==> config.mk <==
export PLATFORM = sky130hd
export DESIGN_NAME = sort_frame_ctrl
export DESIGN_NICKNAME = d
export VERILOG_FILES = /design/src/rtl/sort_frame_pkg.sv /design/src/rtl/sort_frame_ser.sv /design/src/rtl/sort_frame_ctrl.sv
export SDC_FILE = /design/constraint.sdc
export NUM_CORES = 1
export LEC_CHECK = 0
export BUFFER_PORTS_ARGS = -buffer_cell sky130_fd_sc_hd__buf_2
export CORE_ASPECT_RATIO = 1.4
export CORE_MARGIN = 2
export CORE_UTILIZATION = 55
export CTS_CLUSTER_SIZE = 24
export DETAILED_ROUTE_END_ITERATION = 16
export PLACE_DENSITY = 0.77
export REMOVE_ABC_BUFFERS = 1
export SLEW_MARGIN = 20
export SYNTH_ARGS = -nofsm -noshare
export SYNTH_HDL_FRONTEND = slang
export SYNTH_SLANG_ARGS = --single-unit
==> constraint.sdc <==
create_clock -name clk -period 4.7 [get_ports clk]
set_input_delay 0.705 -clock clk [delete_from_list [all_inputs] [get_ports clk]]
set_output_delay 0.705 -clock clk [all_outputs]
set_load 0.02 [all_outputs]
==> src/rtl/sort_frame_pkg.sv <==
// Shared types and constants for the sort frame controller.
//   state_e : controller FSM states
//   mode_e  : requested output order (ascending / descending)
//   CMD_ASC, CMD_DESC : command bytes that open a frame
//   ERR_BYTE : byte returned for an unknown command
package sort_frame_pkg;

   typedef enum logic [2:0] {
      StIdle,
      StCollect,
      StSort,
      StSend,
      StErr
   } state_e;

   typedef enum logic {
      ModeAsc,
      ModeDesc
   } mode_e;

   localparam logic [7:0] CMD_ASC  = 8'hA5;
   localparam logic [7:0] CMD_DESC = 8'h5A;
   localparam logic [7:0] ERR_BYTE = 8'hEE;

endpackage

==> src/rtl/sort_frame_ser.sv <==
// Output buffer and byte serialiser for the sort frame controller.
// Captures a sorted frame on load_i and emits it one byte at a time,
// each element LSB-first, elements in ascending or descending index order.
//   clk, rst_n  : clock, synchronous active-low reset
//   load_i      : capture data_i / desc_i and start sending
//   data_i      : N*WIDTH sorted elements
//   desc_i      : 1 = send element N-1 first
//   tx_*        : valid/ready byte stream; data is 0 while idle
//   last_o      : final byte of the frame is transferring this cycle
module sort_frame_ser #(
   parameter int unsigned N     = 8,
   parameter int unsigned WIDTH = 8
) (
   input  logic               clk,
   input  logic               rst_n,
   input  logic               load_i,
   input  logic [N*WIDTH-1:0] data_i,
   input  logic               desc_i,
   output logic [7:0]         tx_data_o,
   output logic               tx_valid_o,
   input  logic               tx_ready_i,
   output logic               last_o
);

   localparam int unsigned B    = WIDTH / 8;
   localparam int unsigned NB   = N * B;
   localparam int unsigned CntW = $clog2(NB + 1);
   localparam int unsigned ElW  = $clog2(N);
   localparam int unsigned BtW  = (B > 1) ? $clog2(B) : 1;

   logic [N*WIDTH-1:0] buf_q, buf_d;
   logic [CntW-1:0]    cnt_q, cnt_d;
   logic [ElW-1:0]     el_q, el_d;
   logic [BtW-1:0]     bt_q, bt_d;
   logic               active_q, active_d;
   logic               desc_q, desc_d;
   logic [ElW-1:0]     el_sel;
   logic               accept;

   always_comb begin
      buf_d      = buf_q;
      cnt_d      = cnt_q;
      el_d       = el_q;
      bt_d       = bt_q;
      active_d   = active_q;
      desc_d     = desc_q;
      el_sel     = desc_q ? (ElW'(N - 1) - el_q) : el_q;
      tx_valid_o = active_q;
      tx_data_o  = active_q ? buf_q[(int'(el_sel) * B + int'(bt_q)) * 8 +: 8] : 8'h00;
      accept     = active_q && tx_ready_i;
      last_o     = accept && (cnt_q == CntW'(NB - 1));

      if (load_i) begin
         buf_d    = data_i;
         desc_d   = desc_i;
         cnt_d    = '0;
         el_d     = '0;
         bt_d     = '0;
         active_d = 1'b1;
      end else if (accept) begin
         if (last_o) begin
            active_d = 1'b0;
            cnt_d    = '0;
            el_d     = '0;
            bt_d     = '0;
         end else begin
            cnt_d = cnt_q + 1'b1;
            if (bt_q == BtW'(B - 1)) begin
               bt_d = '0;
               el_d = el_q + 1'b1;
            end else begin
               bt_d = bt_q + 1'b1;
            end
         end
      end
   end

   always_ff @(posedge clk) begin
      if (!rst_n) begin
         buf_q    <= '0;
         cnt_q    <= '0;
         el_q     <= '0;
         bt_q     <= '0;
         active_q <= 1'b0;
         desc_q   <= 1'b0;
      end else begin
         buf_q    <= buf_d;
         cnt_q    <= cnt_d;
         el_q     <= el_d;
         bt_q     <= bt_d;
         active_q <= active_d;
         desc_q   <= desc_d;
      end
   end

endmodule

==> src/rtl/sort_frame_ctrl.sv <==
// UART-framed sort controller. Receives a command byte (A5 ascending,
// 5A descending) and N elements of WIDTH bits LSB-first, hands the frame
// to an external sorter, then streams the sorted result back out.
//   clk, rst_n        : clock, synchronous active-low reset
//   rx_*              : inbound byte stream (valid/ready)
//   tx_*              : outbound byte stream (valid/ready)
//   sort_start_o      : one-cycle sort request
//   sort_data_o/_i    : frame to / sorted frame from the sorter
//   sort_done_i       : sorter result valid
//   busy_o            : controller not idle
//   timeout_cnt_o     : saturating count of frames aborted by timeout
module sort_frame_ctrl
   import sort_frame_pkg::*;
#(
   parameter int unsigned N       = 8,
   parameter int unsigned WIDTH   = 8,
   parameter int unsigned TIMEOUT = 1000000
) (
   input  logic               clk,
   input  logic               rst_n,
   input  logic [7:0]         rx_data_i,
   input  logic               rx_valid_i,
   output logic               rx_ready_o,
   output logic [7:0]         tx_data_o,
   output logic               tx_valid_o,
   input  logic               tx_ready_i,
   output logic               sort_start_o,
   output logic [N*WIDTH-1:0] sort_data_o,
   input  logic [N*WIDTH-1:0] sort_data_i,
   input  logic               sort_done_i,
   output logic               busy_o,
   output logic [7:0]         timeout_cnt_o
);

   localparam int unsigned B     = WIDTH / 8;
   localparam int unsigned NB    = N * B;
   localparam int unsigned CntW  = $clog2(NB + 1);
   localparam int unsigned IdleW = (TIMEOUT > 0) ? $clog2(TIMEOUT + 1) : 1;

   state_e             state_q, state_d;
   mode_e              mode_q, mode_d;
   logic [CntW-1:0]    byte_cnt_q, byte_cnt_d;
   logic [IdleW-1:0]   idle_cnt_q, idle_cnt_d;
   logic [N*WIDTH-1:0] elem_q, elem_d;
   logic               start_q, start_d;
   logic [7:0]         tmo_q, tmo_d;
   logic               rx_fire;
   logic               ser_load;
   logic               ser_last;
   logic               ser_valid;
   logic [7:0]         ser_data;

   always_comb begin
      state_d    = state_q;
      mode_d     = mode_q;
      byte_cnt_d = byte_cnt_q;
      idle_cnt_d = idle_cnt_q;
      elem_d     = elem_q;
      start_d    = 1'b0;
      tmo_d      = tmo_q;
      ser_load   = 1'b0;
      // Held low through reset regardless of the stale state register.
      rx_ready_o = rst_n && ((state_q == StIdle) || (state_q == StCollect));
      rx_fire    = rx_valid_i && rx_ready_o;

      unique case (state_q)
         StIdle: begin
            if (rx_fire) begin
               byte_cnt_d = '0;
               idle_cnt_d = '0;
               if (rx_data_i == CMD_ASC) begin
                  mode_d  = ModeAsc;
                  state_d = StCollect;
               end else if (rx_data_i == CMD_DESC) begin
                  mode_d  = ModeDesc;
                  state_d = StCollect;
               end else begin
                  state_d = StErr;
               end
            end
         end
         StCollect: begin
            if (rx_fire) begin
               // Byte k of the frame lands at bits k*8: LSB-first per element.
               elem_d[int'(byte_cnt_q) * 8 +: 8] = rx_data_i;
               idle_cnt_d = '0;
               if (byte_cnt_q == CntW'(NB - 1)) begin
                  byte_cnt_d = '0;
                  start_d    = 1'b1;
                  state_d    = StSort;
               end else begin
                  byte_cnt_d = byte_cnt_q + 1'b1;
               end
            end else if (TIMEOUT != 0) begin
               if (idle_cnt_q == IdleW'(TIMEOUT - 1)) begin
                  state_d    = StIdle;
                  idle_cnt_d = '0;
                  byte_cnt_d = '0;
                  if (tmo_q != 8'hFF) tmo_d = tmo_q + 1'b1;
               end else begin
                  idle_cnt_d = idle_cnt_q + 1'b1;
               end
            end
         end
         StSort: begin
            // A done level coinciding with our own start belongs to a stale job.
            if (sort_done_i && !start_q) begin
               ser_load = 1'b1;
               state_d  = StSend;
            end
         end
         StSend: begin
            if (ser_last) state_d = StIdle;
         end
         StErr: begin
            if (tx_ready_i) state_d = StIdle;
         end
         default: state_d = StIdle;
      endcase

      tx_valid_o    = (state_q == StErr) || ser_valid;
      tx_data_o     = (state_q == StErr) ? ERR_BYTE : ser_data;
      busy_o        = (state_q != StIdle);
      sort_start_o  = start_q;
      sort_data_o   = elem_q;
      timeout_cnt_o = tmo_q;
   end

   always_ff @(posedge clk) begin
      if (!rst_n) begin
         state_q    <= StIdle;
         mode_q     <= ModeAsc;
         byte_cnt_q <= '0;
         idle_cnt_q <= '0;
         elem_q     <= '0;
         start_q    <= 1'b0;
         tmo_q      <= 8'h00;
      end else begin
         state_q    <= state_d;
         mode_q     <= mode_d;
         byte_cnt_q <= byte_cnt_d;
         idle_cnt_q <= idle_cnt_d;
         elem_q     <= elem_d;
         start_q    <= start_d;
         tmo_q      <= tmo_d;
      end
   end

   sort_frame_ser #(
      .N     (N),
      .WIDTH (WIDTH)
   ) u_ser (
      .clk        (clk),
      .rst_n      (rst_n),
      .load_i     (ser_load),
      .data_i     (sort_data_i),
      .desc_i     (mode_q == ModeDesc),
      .tx_data_o  (ser_data),
      .tx_valid_o (ser_valid),
      .tx_ready_i (tx_ready_i),
      .last_o     (ser_last)
   );

endmodule
==> results.json <==
{
  "yosysWarnings": 0,
  "n_fill_cell": 1211,
  "fin_crit_sh_pct": 66.3,
  "vias_per_cell": 5.57,
  "clock_skew_ns": 0.00524,
  "die_w_um": 104,
  "worstReg2RegEnd": "sort_data_o[62]",
  "min_to": "sort_data_o[33]",
  "port_buffers": 160,
  "drv_cap": 0,
  "worst-endpoint-arrival_ns": 2.41,
  "wirelength_um": 19400,
  "synth_edf_count": 0,
  "rsz0062_at_grt": "no",
  "avgRoutedWirePerCell_um": 15.2,
  "core_area_mm2": 0.0138,
  "slew_viol_final": 0,
  "min_from": "sort_data_o[33]",
  "async_reset_ff_share_pct": 0,
  "h-tree-depth": 4,
  "start_util_pct": 55.8,
  "final_cell_count_no_fill": 1279,
  "cp-end-kind": "output port",
  "outcome": "finished clean",
  "leakage_nw": 3.57,
  "placedCellCount": 1247,
  "fin_setup_tns_ns": 0,
  "drive_gt1_share_pct": 19.9,
  "drc": 0,
  "ioPinCount": 161,
  "ir_worst_vdd_uv": 229,
  "power.density_mw_per_mm2": 346,
  "rows": 51,
  "multi_input_area_mm2": 0.00392,
  "hold_depth": 2,
  "gp_congestion": 0.831,
  "fin_ws_ns": 1.58,
  "reg2reg_slack_ns": 1.77,
  "tightest_slew_ns": 1.10,
  "nNetsFinal": 1165,
  "num_vias": 7127,
  "crit_path_start_kind": "flip-flop",
  "synthCells": 954,
  "finalSetupViolCount": 0,
  "synth_cell_types": 63,
  "worstHoldPathType": "reg -> reg",
  "clock.fmax_mhz": 321,
  "insertion_delay_ns": 0.43,
  "most-common-layout-cells": "243 x nand2_1, 174 x dfxtp_1, 160 x buf_2",
  "grt_pass1_wl_um": 30700,
  "ff2ff_path_depth": 8,
  "post_cts_resized": 0,
  "dp_slack_ns": 1.84,
  "cts-hold-fix-buffers": 0,
  "grt_pass1_vias": 6406,
  "track_usage_pct": 25.3,
  "seqCellArea_mm2": 0.00348,
  "drt-initial-drc-count": 431,
  "clkTransAtPathRegs_ns": 0.06,
  "cts_buffers": 17,
  "first_pass_iters": 5,
  "power_mw": 3.17,
  "placed_cell_area_mm2": 0.00853,
  "overflow": 0,
  "die_h_um": 144,
  "syn_area_per_cell_um2": 8.06,
  "cp_max_fo": 13,
  "final_common_cell": "nand2_1",
  "area_growth_pct": 19.0,
  "hpwl_um": 13100,
  "synth_ff_type": "dfxtp_1",
  "slew_headroom_pct": 26.5,
  "detail-route-antenna-nets": 0,
  "n_antenna_cell": 0,
  "netlist.top_cell.by_area": "dfxtp_1",
  "syn_area_mm2": 0.00769,
  "cts_tree": "done",
  "grt_max_degree": 75,
  "hold_violations": 0,
  "crit_type": "reg -> out",
  "finalCoreUtilization_pct": 66.4,
  "synth-seq-cells": 174,
  "fin_area_mm2": 0.00915,
  "synth.yosys.seq_area_share_pct": 45.3,
  "clockBufferDepth": 2,
  "final.min_clock_period_ns": 3.12,
  "whs_ns": 0.448,
  "cts_root_buf": "clkbuf_16",
  "postCtsSetupRepairBufs": 0,
  "worst_r2r_startpoint": "byte_cnt_q[0]",
  "antenna_found_initial": 0,
  "synth_top_area_share_pct": 45.3,
  "required_ns": 3.99,
  "fp.dieArea_mm2": 0.0150,
  "cts_sinks": 174,
  "synth.area.top_cells": "dfxtp_1 45%, nand2_1 12%, a21oi_1 7.9%"
}
[sequential cells by signal, indices dropped and copies added, names as in the netlist]
register and cells:
sort_data_o 64, u_ser.buf_q 64, idle_cnt_q 20, timeout_cnt_o 8, byte_cnt_q 4, u_ser.cnt_q 4
state_q 3, u_ser.el_q 3, mode_q 1, sort_start_o 1, u_ser.desc_q 1, u_ser.tx_valid_o 1
[synth_stat cells, drive strengths merged, types with 2 or more instances]
cell type,n
nor3b,3
ha,7
nand2,243
nor4,6
xor2,8
nor4bb,4
a21oi,122
a22oi,7
o21ai,12
xnor2,19
o31ai,3
dfxtp,174
or3b,2
a41oi,2
a311oi,4
mux4,4
and2,4
nor3,16
nand4,5
mux2,2
a41o,6
and3,19
mux2i,38
or4b,2
o211ai,9
nor2b,2
buf,10
nand3b,2
nand3,49
nor2,69
or3,12
clkbuf,47
or4,2
nand2b,8
inv,13
and4,4
a211o,3
[how the worst max path moves through the flow]
stage / start / end / slack (ns)
after floorplan: u_ser.desc_q / tx_data_o[0] / 1.83
after global placement: byte_cnt_q[0] / sort_data_o[62] / 1.82
after detailed placement: byte_cnt_q[0] / sort_data_o[62] / 1.84
after CTS: u_ser.desc_q / tx_data_o[2] / 1.56
after global routing: u_ser.desc_q / tx_data_o[7] / 1.41
final: u_ser.desc_q / tx_data_o[2] / 1.58
[metal layers]
layer | global-route usage (%) | part of all wire [%] | vias up
li1 | - | - | 3529
met1 | 30.4 | 41 | 3342
met2 | 43.6 | 50 | 223
met3 | 6.49 | 6.3 | 33
met4 | 9.67 | 2.3 | 0
met5 | 0 | 0 | -
[cell families (layout without fill, tap and decap cells)]
kind of cell	after synthesis	count (layout)	synth area share [%]
XOR/XNOR	27	27	3.08
AND/OR/NAND/NOR	454	454	26.8
AO/OA/AOI/OAI	177	177	13.4
adder cells (fa/ha/maj)	7	7	1.14
multiplexers	44	44	6.41
flip-flops	174	174	45.3
buffers and inverters	71	211	3.78
[worst max-delay path, cell delays in order, from the launching register on]
cell,delay [ns]
dfxtp_1,0.59
nand2_1,0.09
o21ai_0,0.71
nand3_1,0.16
a41o_1,0.28
buf_2,0.15
[area by class of cell]
cell class | instances | share of cell area, %
flip-flops and latches | 174 | 38.1
clock buffers | 22 | 5.29
clock inverters | 10 | 1.40
repair buffers | 166 | 9.25
multi-input cells | 709 | 42.9
inverters | 13 | 0.561
well taps | 185 | 2.53
[where the power goes]
group	internal, mW	switching, mW
sequential	1.48	0.0120
clock	0.846	0.587
combinational	0.0874	0.157
total	2.41	0.756
Power figures use the tool's default switching activity.
